==> src/rtl/adc_cap_pkg.sv <==
// Shared constants for the ADC capture buffer: default geometry and the
// control-FSM state encoding.
package adc_cap_pkg;

    localparam int DEF_DEPTH  = 16;
    localparam int DEF_DATA_W = 8;

    localparam logic [1:0] ST_IDLE    = 2'd0;
    localparam logic [1:0] ST_CAPTURE = 2'd1;
    localparam logic [1:0] ST_DRAIN   = 2'd2;

endpackage

==> src/rtl/adc_cap_if.sv <==
// Read-side bundle between the capture buffer (slave) and the SPI shift
// stage (master) that pops one sample per transferred byte.
interface adc_cap_if
    import adc_cap_pkg::*;
#(
    parameter int DATA_W = DEF_DATA_W,
    parameter int DEPTH  = DEF_DEPTH
);
    localparam int LVL_W = $clog2(DEPTH) + 1;

    logic              rd_req;
    logic [DATA_W-1:0] rd_data;
    logic              rd_valid;
    logic              empty;
    logic              full;
    logic [LVL_W-1:0]  level;

    modport master (
        output rd_req,
        input  rd_data, rd_valid, empty, full, level
    );

    modport slave (
        input  rd_req,
        output rd_data, rd_valid, empty, full, level
    );

endinterface

==> src/rtl/adc_cap_fifo.sv <==
// Synchronous FIFO with flush, registered pop data and registered status.
// Level is an explicit counter; pointers simply wrap modulo DEPTH.
module adc_cap_fifo
    import adc_cap_pkg::*;
#(
    parameter  int DEPTH  = DEF_DEPTH,
    parameter  int DATA_W = DEF_DATA_W,
    localparam int AW     = $clog2(DEPTH),
    localparam int LVL_W  = AW + 1
) (
    input  logic              clk,
    input  logic              rst,
    input  logic              flush,
    input  logic              push,
    input  logic              pop,
    input  logic [DATA_W-1:0] wr_data,
    output logic [DATA_W-1:0] rd_data,
    output logic              rd_valid,
    output logic              empty,
    output logic              full,
    output logic [LVL_W-1:0]  level,
    output logic              push_drop,
    output logic              fill_next,
    output logic              empty_next
);

    // NOTE: storage has no reset so it can map onto distributed RAM; the
    // pointers and level counter alone define which entries are valid.
    logic [DATA_W-1:0] mem [DEPTH];
    logic [AW-1:0]     wr_ptr;
    logic [AW-1:0]     rd_ptr;
    logic              do_push;
    logic              do_pop;
    logic [LVL_W-1:0]  level_nxt;

    // NOTE: every always_comb output gets a default first so no latch is inferred.
    always_comb begin
        do_pop    = pop && !empty && !flush;
        do_push   = push && !flush && (!full || do_pop);
        push_drop = push && !flush && full && !do_pop;
        level_nxt = level;
        if (flush)
            level_nxt = '0;
        else if (do_push && !do_pop)
            level_nxt = level + LVL_W'(1);
        else if (do_pop && !do_push)
            level_nxt = level - LVL_W'(1);
    end

    assign fill_next  = (level_nxt == LVL_W'(DEPTH));
    assign empty_next = (level_nxt == '0);

    always_ff @(posedge clk) begin
        if (do_push)
            mem[wr_ptr] <= wr_data;
    end

    // NOTE: sequential state uses non-blocking assignments only.
    always_ff @(posedge clk or negedge rst) begin
        if (!rst) begin
            wr_ptr   <= '0;
            rd_ptr   <= '0;
            level    <= '0;
            empty    <= 1'b1;
            full     <= 1'b0;
            rd_valid <= 1'b0;
            rd_data  <= '0;
        end else begin
            if (flush) begin
                wr_ptr <= '0;
                rd_ptr <= '0;
            end else begin
                if (do_push)
                    wr_ptr <= wr_ptr + AW'(1);
                if (do_pop)
                    rd_ptr <= rd_ptr + AW'(1);
            end
            level    <= level_nxt;
            empty    <= (level_nxt == '0);
            full     <= (level_nxt == LVL_W'(DEPTH));
            rd_valid <= do_pop;
            if (do_pop)
                rd_data <= mem[rd_ptr];
        end
    end

endmodule

==> src/rtl/adc_capture_buf.sv <==
// ADC capture buffer: registers the raw ADC bus, decimates it into a FIFO
// during an armed capture run, then lets the SPI side drain the samples.
module adc_capture_buf
    import adc_cap_pkg::*;
#(
    parameter int DEPTH  = DEF_DEPTH,
    parameter int DATA_W = DEF_DATA_W
) (
    input  logic              clk,
    input  logic              rst,
    input  logic [DATA_W-1:0] adc_d,
    input  logic [7:0]        decim,
    input  logic              arm,
    input  logic              abort,
    output logic              busy,
    output logic              overflow,
    adc_cap_if.slave          rd_if
);

    localparam int LVL_W = $clog2(DEPTH) + 1;

    logic [1:0]        state;
    logic [7:0]        dec_cnt;
    logic [DATA_W-1:0] sample_q;
    logic              flush;
    logic              dec_hit;
    logic              push_req;
    logic              push_drop;
    logic              fill_next;
    logic              empty_next;
    logic [DATA_W-1:0] rd_data;
    logic              rd_valid;
    logic              empty;
    logic              full;
    logic [LVL_W-1:0]  level;

    always_comb begin
        flush    = (state == ST_IDLE) && arm;
        dec_hit  = (dec_cnt == decim);
        push_req = (state == ST_CAPTURE) && !abort && dec_hit;
    end

    always_ff @(posedge clk or negedge rst) begin
        if (!rst) begin
            state    <= ST_IDLE;
            dec_cnt  <= '0;
            sample_q <= '0;
            overflow <= 1'b0;
        end else begin
            sample_q <= adc_d;
            case (state)
                ST_IDLE: begin
                    if (arm) begin
                        state    <= ST_CAPTURE;
                        dec_cnt  <= '0;
                        overflow <= 1'b0;
                    end
                end
                ST_CAPTURE: begin
                    // An abort cycle ends the run without storing its sample.
                    if (abort) begin
                        state <= ST_DRAIN;
                    end else begin
                        dec_cnt <= dec_hit ? 8'd0 : dec_cnt + 8'd1;
                        if (push_drop)
                            overflow <= 1'b1;
                        if (fill_next)
                            state <= ST_DRAIN;
                    end
                end
                ST_DRAIN: begin
                    if (empty_next)
                        state <= ST_IDLE;
                end
                default: state <= ST_IDLE;
            endcase
        end
    end

    assign busy = (state == ST_CAPTURE);

    adc_cap_fifo #(
        .DEPTH  (DEPTH),
        .DATA_W (DATA_W)
    ) u_fifo (
        .clk        (clk),
        .rst        (rst),
        .flush      (flush),
        .push       (push_req),
        .pop        (rd_if.rd_req),
        .wr_data    (sample_q),
        .rd_data    (rd_data),
        .rd_valid   (rd_valid),
        .empty      (empty),
        .full       (full),
        .level      (level),
        .push_drop  (push_drop),
        .fill_next  (fill_next),
        .empty_next (empty_next)
    );

    assign rd_if.rd_data  = rd_data;
    assign rd_if.rd_valid = rd_valid;
    assign rd_if.empty    = empty;
    assign rd_if.full     = full;
    assign rd_if.level    = level;

endmodule

==> src/flat_wrapper.sv <==
// flat-port wrapper written by rule: the top's interface ports become plain ports
module adc_capture_buf_flat import adc_cap_pkg::*;
#(
    parameter int DEPTH  = DEF_DEPTH,
    parameter int DATA_W = DEF_DATA_W
)
  (clk, rst, adc_d, decim, arm, abort, busy, overflow, rd_if_rd_req, rd_if_rd_data, rd_if_rd_valid, rd_if_empty, rd_if_full, rd_if_level);
  adc_cap_if #(.DATA_W(DATA_W), .DEPTH(DEPTH)) rd_if_i ();
  input  logic clk;
  input  logic rst;
  input  logic [DATA_W-1:0] adc_d;
  input  logic [7:0] decim;
  input  logic arm;
  input  logic abort;
  output logic busy;
  output logic overflow;
  input wire logic [$bits(rd_if_i.rd_req)-1:0] rd_if_rd_req;
  output wire logic [$bits(rd_if_i.rd_data)-1:0] rd_if_rd_data;
  output wire logic [$bits(rd_if_i.rd_valid)-1:0] rd_if_rd_valid;
  output wire logic [$bits(rd_if_i.empty)-1:0] rd_if_empty;
  output wire logic [$bits(rd_if_i.full)-1:0] rd_if_full;
  output wire logic [$bits(rd_if_i.level)-1:0] rd_if_level;
  assign rd_if_i.rd_req = rd_if_rd_req;
  assign rd_if_rd_data = rd_if_i.rd_data;
  assign rd_if_rd_valid = rd_if_i.rd_valid;
  assign rd_if_empty = rd_if_i.empty;
  assign rd_if_full = rd_if_i.full;
  assign rd_if_level = rd_if_i.level;
  adc_capture_buf #(.DEPTH(DEPTH), .DATA_W(DATA_W)) u_core (.clk(clk), .rst(rst), .adc_d(adc_d), .decim(decim), .arm(arm), .abort(abort), .busy(busy), .overflow(overflow), .rd_if(rd_if_i));
endmodule
==> config.mk <==
export PLATFORM = sky130hd
export DESIGN_NAME = adc_capture_buf_flat
export DESIGN_NICKNAME = d
export VERILOG_FILES = /design/src/rtl/adc_cap_pkg.sv /design/src/rtl/adc_cap_if.sv /design/src/rtl/adc_cap_fifo.sv /design/src/rtl/adc_capture_buf.sv /design/src/flat_wrapper.sv
export SDC_FILE = /design/constraint.sdc
export NUM_CORES = 1
export LEC_CHECK = 0
export ABC_AREA = 1
export BUFFER_PORTS_ARGS = -buffer_cell sky130_fd_sc_hd__buf_2
export CAP_MARGIN = 40
export CORE_ASPECT_RATIO = 0.6
export CORE_MARGIN = 2
export CORE_UTILIZATION = 30
export CTS_BUF_LIST = sky130_fd_sc_hd__clkbuf_8
export DETAILED_ROUTE_END_ITERATION = 12
export GPL_ROUTABILITY_DRIVEN = 0
export PLACE_DENSITY_LB_ADDON = 0.12
export SETUP_SLACK_MARGIN = 0.4
export SLEW_MARGIN = 30
export SYNTH_ARGS = -nofsm -noshare
export SYNTH_HDL_FRONTEND = slang
export SYNTH_HIERARCHICAL = 1
export SYNTH_SLANG_ARGS = --single-unit
export TNS_END_PERCENT = 100
==> constraint.sdc <==
create_clock -name clk -period 2.45 [get_ports clk]
set_clock_uncertainty 0.1 [all_clocks]
set_input_delay 0.3675 -clock clk [delete_from_list [all_inputs] [get_ports clk]]
set_output_delay 0.3675 -clock clk [all_outputs]
set_load 0.05 [all_outputs]
### Word level (Yosys, flattened, before mapping)

Memory sizes are Yosys's and may differ from the RTL's. A register that Yosys moved wholly into a read port is not among the register bits.
Cells that the tools add are included.

| storage, ports and cells | value |
|---|---|
| register bits after elaboration | 35 |
| RAM bits | 128 |
| input bits | 21 |
| output and inout port bits | 18 |
| word-level logic and storage cells | 74 |
| memories | 1 |

| cells by class | value |
|---|---|
| $add $sub $neg | 5 |
| equality and inequality tests | 9 |
| muxes and demuxes | 22 |
| reduce and logical (&&, ||, !) cells | 27 |

Memories:

| memory | words | width | rd ports | clocked after memory_dff | wr ports | line | RTL |
|---|---|---|---|---|---|---|---|
| u_core.u_fifo.mem | 16 | 8 | 1 | 1 | 1 | adc_cap_fifo.sv:29 | `logic [DATA_W-1:0] mem [DEPTH];` |

Operators by type and width:

| kind | count |
|---|---|
| $mux 8 | 3 |
| $mux 4 | 4 |
| $pmux 8 s2 | 1 |
| $mux 5 | 3 |
| $logic_and 1x1->1 | 11 |
| $add 4x1->4 const B | 2 |
| $add 8x1->8 const B | 1 |
| $eq 8x8->1 | 1 |
| $mux 2 | 4 |
| $logic_not 1->1 | 7 |
| $pmux 2 s3 | 1 |
| $reduce_and 3->1 | 2 |
| $reduce_bool 2->1 | 3 |
| $add 5x1->5 const B | 1 |
| $eq 5x5->1 const B | 1 |
| $logic_not 5->1 | 1 |
| $mux 1 | 5 |
| $sub 5x1->5 const B | 1 |
| $ne 2x1->1 const B | 2 |
| $ne 2x2->1 const B | 2 |
| $reduce_and 4->1 | 1 |
| $ne 3x2->1 const B | 1 |
| $eq 2x1->1 const B | 1 |
| $eq 2x2->1 const B | 1 |
| 3 further kinds | 3 |

### Depth between registers and ports, before layout

| logic depth | value |
|---|---|
| depth in word-level cells | 15 |
| mapped depth | 18 |

### Hierarchy

Netlist, hierarchy kept.

By module, submodules not included:

| module | instances | cells an instance | area each (um^2) | sequential area each (um^2) |
|---|---|---|---|---|
| adc_cap_fifo | 1 | 560 | 6414.9 | 4445.5 |
| adc_capture_buf | 1 | 116 | 959.7 | 475.5 |

### Least setup slack after synthesis

OpenSTA, ideal clock, no wires.

| timing path | value |
|---|---|
| path type | register -> register |
| start point | register u_core.state[1] |
| end point | memory u_core/u_fifo/mem[4][0] (netlist name) (enable) |
| library setup time | 0.370 ns |
| arrival | 2.264 ns |
| required time | 1.980 ns |
| slack | -0.284 ns |
| stages on the path, launching flop included | 10 |
| path buffers | 0 |
| cells stage by stage | dfrtp_1 nor2_4 nand2_4 nor2_1 inv_2 nor2_4 inv_2 a21oi_4 nand2_1 nor2_1 |

| on the way | value |
|---|---|
| elaborated cells between the ends (all ways) | 12 |
| classes of those cells | eq/ne: 1; mux: 2; reduce/logical: 9 |

RTL lines:

| item | line | RTL |
|---|---|---|
| start, declared | adc_capture_buf.sv:22 | `logic [1:0] state;` |
| start signal, assigned | adc_capture_buf.sv:45 | `state <= ST_IDLE;` |
| start signal, assigned | adc_capture_buf.sv:54 | `state <= ST_CAPTURE;` |
| start signal, assigned | adc_capture_buf.sv:62 | `state <= ST_DRAIN;` |
| $eq 2x1->1 | -- |  |
| via busy | flat_wrapper.sv:15 | `output logic busy;` |
| $logic_and 1x1->1 (2 in a row) | adc_capture_buf.sv:40 | `push_req = (state == ST_CAPTURE) && !abort && dec_hit;` |
| via u_core.push_req | adc_capture_buf.sv:27 | `logic push_req;` |
| $logic_and 1x1->1 (2 in a row) | adc_cap_fifo.sv:39 | `do_push = push && !flush && (!full \|\| do_pop);` |
| $mux 1 | adc_cap_fifo.sv:54 | `if (do_push)` |
| $mux 1 (implied by the code) | adc_cap_fifo.sv:55 | `mem[wr_ptr] <= wr_data;` |
| end, declared | adc_cap_fifo.sv:29 |  |

The timed path passes the listed nets, and every way through them passes these cells.

### Worst setup path after layout

| timing path | value |
|---|---|
| start point | register u_core.dec_cnt[2] |
| end point | register u_core.state[1] |

| on the way | value |
|---|---|
| longest elaborated chain between the ends | 12 |
| elaborated cells between the ends (all ways) | 15 |
| classes of those cells | eq/ne: 4; mux: 3; reduce/logical: 8 |

RTL lines:

| item | line | RTL |
|---|---|---|
| start, declared | adc_capture_buf.sv:23 | `logic [7:0] dec_cnt;` |
| start signal, assigned | adc_capture_buf.sv:64 | `dec_cnt <= dec_hit ? 8'd0 : dec_cnt + 8'd1;` |
| $eq 8x8->1 * | adc_capture_buf.sv:39 | `dec_hit = (dec_cnt == decim);` |
| $logic_and 1x1->1 * | adc_capture_buf.sv:40 |  |
| via u_core.push_req | adc_capture_buf.sv:27 |  |
| $logic_and 1x1->1 * (2 in a row) | adc_cap_fifo.sv:39 |  |
| $logic_not 1->1 | adc_cap_fifo.sv:46 | `else if (do_pop && !do_push)` |
| $logic_and 1x1->1 | adc_cap_fifo.sv:46 |  |
| $mux 5 | adc_cap_fifo.sv:46 |  |
| $mux 5 * | adc_cap_fifo.sv:44 | `else if (do_push && !do_pop)` |
| $mux 5 * | adc_cap_fifo.sv:42 | `if (flush)` |
| $eq 5x5->1 * | adc_cap_fifo.sv:50 | `assign fill_next = (level_nxt == LVL_W'(DEPTH));` |
| via u_core.fill_next | adc_capture_buf.sv:29 | `logic fill_next;` |
| $ne 3x2->1 (no source line) * | -- |  |
| $reduce_and 3->1 (no source line) * | -- |  |

Mark *: on every way through the listed nets, which the timed path passes. The rest lies on a longest branch.
A chain may end at the register's enable or synchronous reset.

==> metrics.yaml <==
sta:
  hold_violations: 0
  setup_viol: 0
  rsz0062_at_grt: "yes"
  fmax_mhz: 430.4
  fin_crit_sh_pct: 94.82
  slew_headroom_pct: 47.59
  final_max_slew_viol_count: 0
  tightest_slew_ps: 786.2
  layout_min_cycle_time_ps: 2323
  tns_ps: 0
global_routing:
  grtUsageTotal_pct: 15.86
  first_global_vias: 4953
  grt_antenna_before_repair: 0
  grt_pass1_wl_um: 29780
  grt-ovfl-total: 0
  grt_start_max_net_pins: 51
floorplan:
  row_count: 44
  ios: 39
  die_area_um2: 25890
  die_h_um: 125.4
  core_area_um2: 24170
  start_util_pct: 30.51
  die_x_um: 206.4
worst_setup_path:
  timing.rr.end: "u_core/state[1]"
  start_kind: "register"
  reg2reg_depth: 16
  critPathLaunch: "u_core/dec_cnt[2]"
  r2r_start: "u_core/dec_cnt[2]"
  crit_arrival_ps: 2610
  cp-end-kind: "register"
  cp_max_fo: 8
  cp_data_required_time_ps: 2730
  rrSetupSlack_ps: 130
  critPathKind: "reg -> reg"
  crit_end: "u_core/state[1]"
clock_tree:
  cts.sinks: 171
  htreeDepth: 4
  clk_path_buf_depth: 2
  cts_tree: "done"
  worstSkewPairLatency_ps: 460
  cts-root-buf: "clkbuf_8"
  cts_buffers: 17
  clk_pin_slew_ps: 90
drt:
  ant_nets: 0
  drc: 0
  vias: 5265
  viasPerCell: 4.769
  wirelength_um: 19810
  drtIter0Drc: 485
  wl_per_cell_um: 17.95
  first_pass_iters: 5
synthesis:
  yosys_warnings: 6
  synth_nets: 705
  synth-seq-cells: 171
  syn_inst: 676
  synth_area_um2: 7375
  ys.flop_type: "edfxtp_1"
  synth-async-reset-ratio_pct: 25.15
  synth.avg_cell_area_um2: 10.91
  yosysUniqueCellTypes: 38
  synth-edff-count: 128
  seq_area_frac_synth_pct: 66.73
pwr:
  power_leakage_nw: 3.493
  peakVddDrop_mv: 0.3424
  power_density_nw_per_um2: 955.2
flow_run:
  cap_violations: 0
cells_and_area:
  final_common_cell: "nand2_1"
  nNetsFinal: 797
  drive_gt1_share_pct: 24.58
  final_cells: 1104
  final_cell_mix: "159 x nand2_1, 128 x edfxtp_1, 55 x nor2_1"
  syn2layout_area_growth_pct: 23.45
placed_design:
  io_buffer_count: 38
  placedCellCount: 1043
  hpwl_um: 13640
min_path:
  min_path_type: "in -> reg"
run_status:
  status: "finished, final reports clean"
[worst max-delay path, cell delays in order (launching register included)]
cell	delay, ps
dfrtp_1	400
xnor2_1	140
nand2_1	120
nor2_2	140
nand2_2	90
nor2_4	100
inv_2	60
nor2_4	100
buf_6	110
nand3_4	120
inv_4	110
nand2_2	60
nand3_2	110
nand2_4	80
nor3_4	230
o21ai_1	100
o21ai_1	100
[state kept, by name, summed over array words and instances, names as in the netlist]
register / count
u_core/u_fifo/empty: 1
u_core/u_fifo/rd_data: 8
u_core/u_fifo/wr_ptr: 4
u_core/sample_q: 8
u_core/u_fifo/rd_valid: 1
u_core/u_fifo/level: 5
u_core/u_fifo/rd_ptr: 4
u_core/dec_cnt: 8
u_core/overflow: 1
u_core/u_fifo/mem: 128
u_core/state: 2
u_core/u_fifo/full: 1
[what timing repair did]
| item | in CTS | in global routing |
|---|---|---|
| setup endpoints to repair | 136 | 150 |
| gates resized for setup | 22 | 29 |
| buffers inserted | 11 | 8 |
| endpoints found under the hold margin | 28 | 0 |
| hold buffers | 9 | 0 |
| pin swaps | 8 | 11 |
[synthesized netlist by cell type (2+ instances only)]
cell type	number	area, um2
nand2_1	171	641.9
xnor2_1	5	43.79
nor2_4	2	22.52
dfrtp_1	42	1051
buf_6	3	33.78
o21ai_1	3	15.01
nand4_1	6	37.54
a21boi_0	16	120.1
edfxtp_1	128	3844
o21ai_0	56	280.3
inv_2	5	18.77
ha_1	8	100.1
nand3_4	2	35.03
o22ai_1	16	100.1
buf_2	11	55.05
xor2_1	4	35.03
nand2_2	3	18.77
nand3_1	23	115.1
nor2_1	75	281.5
nor3_1	7	35.03
clkbuf_1	10	37.54
a21oi_2	2	17.52
nand2_4	3	33.78
a21oi_1	23	115.1
nor2_2	2	12.51
inv_1	38	142.6
[where the power goes]
part           switching, mW  total (mW)  internal, mW
Sequential             0.184        3.48          3.30
Clock                   1.06        2.09          1.04
Combinational           2.22        3.12         0.900
Total                   3.46        8.70          5.23
[per-stage QoR]
step                      area, um2  utilization (%)  hold slack (ps)  total power, mW  setup WS [ps]
after CTS                      8949            37.03            65.75            8.591          145.4
final                          9104            37.67            102.2            8.696          126.8
after floorplan                7500                -           -28.09            5.462          70.18
after global placement         8253            34.15            305.6            6.415         -70.61
after detailed placement       8253            34.15            301.3            6.395         -70.78
after global routing           9101            37.66            92.61            9.175         -31.29
[how the worst min path moves through the flow]
stage / slack, ps / endpoint / cells after the start / start
floorplan: -30 / u_core/dec_cnt[0] / 0 / rst
global placement: 310 / u_core/u_fifo/level[1] / 1 / rst
detailed placement: 300 / u_core/u_fifo/level[1] / 1 / rst
CTS: 70 / u_core/state[0] / 3 / arm
global route: 90 / u_core/state[1] / 3 / abort
finish: 100 / u_core/state[0] / 3 / arm
[routing by layer]
metal	routed length, um	GRT usage [%]
met1	10960	26.46
met2	7680	20.17
met3	1019	3.128
met4	156	4.160
met5	0	0
[final cells by class]
cell class                 count  area, um2
inverter                      45      186.4
timing repair buffer          99      755.7
multi-input combinational    434       2416
antenna                        1      2.502
tap                          322      402.9
fill                        2340      15060
clock buffer                  18      247.7
clock inverter                14      168.9
sequential                   171       4923
[kinds of logic after synthesis]
logic type,synth area share (%)
DFF,66.73
and+or+nand+nor,17.10
adders and majority gates,1.357
xor gates and xnor gates,1.069
AOI/OAI and AO/OA,9.468
buffers and inverters,4.276
(Power assumes the default switching activity.)
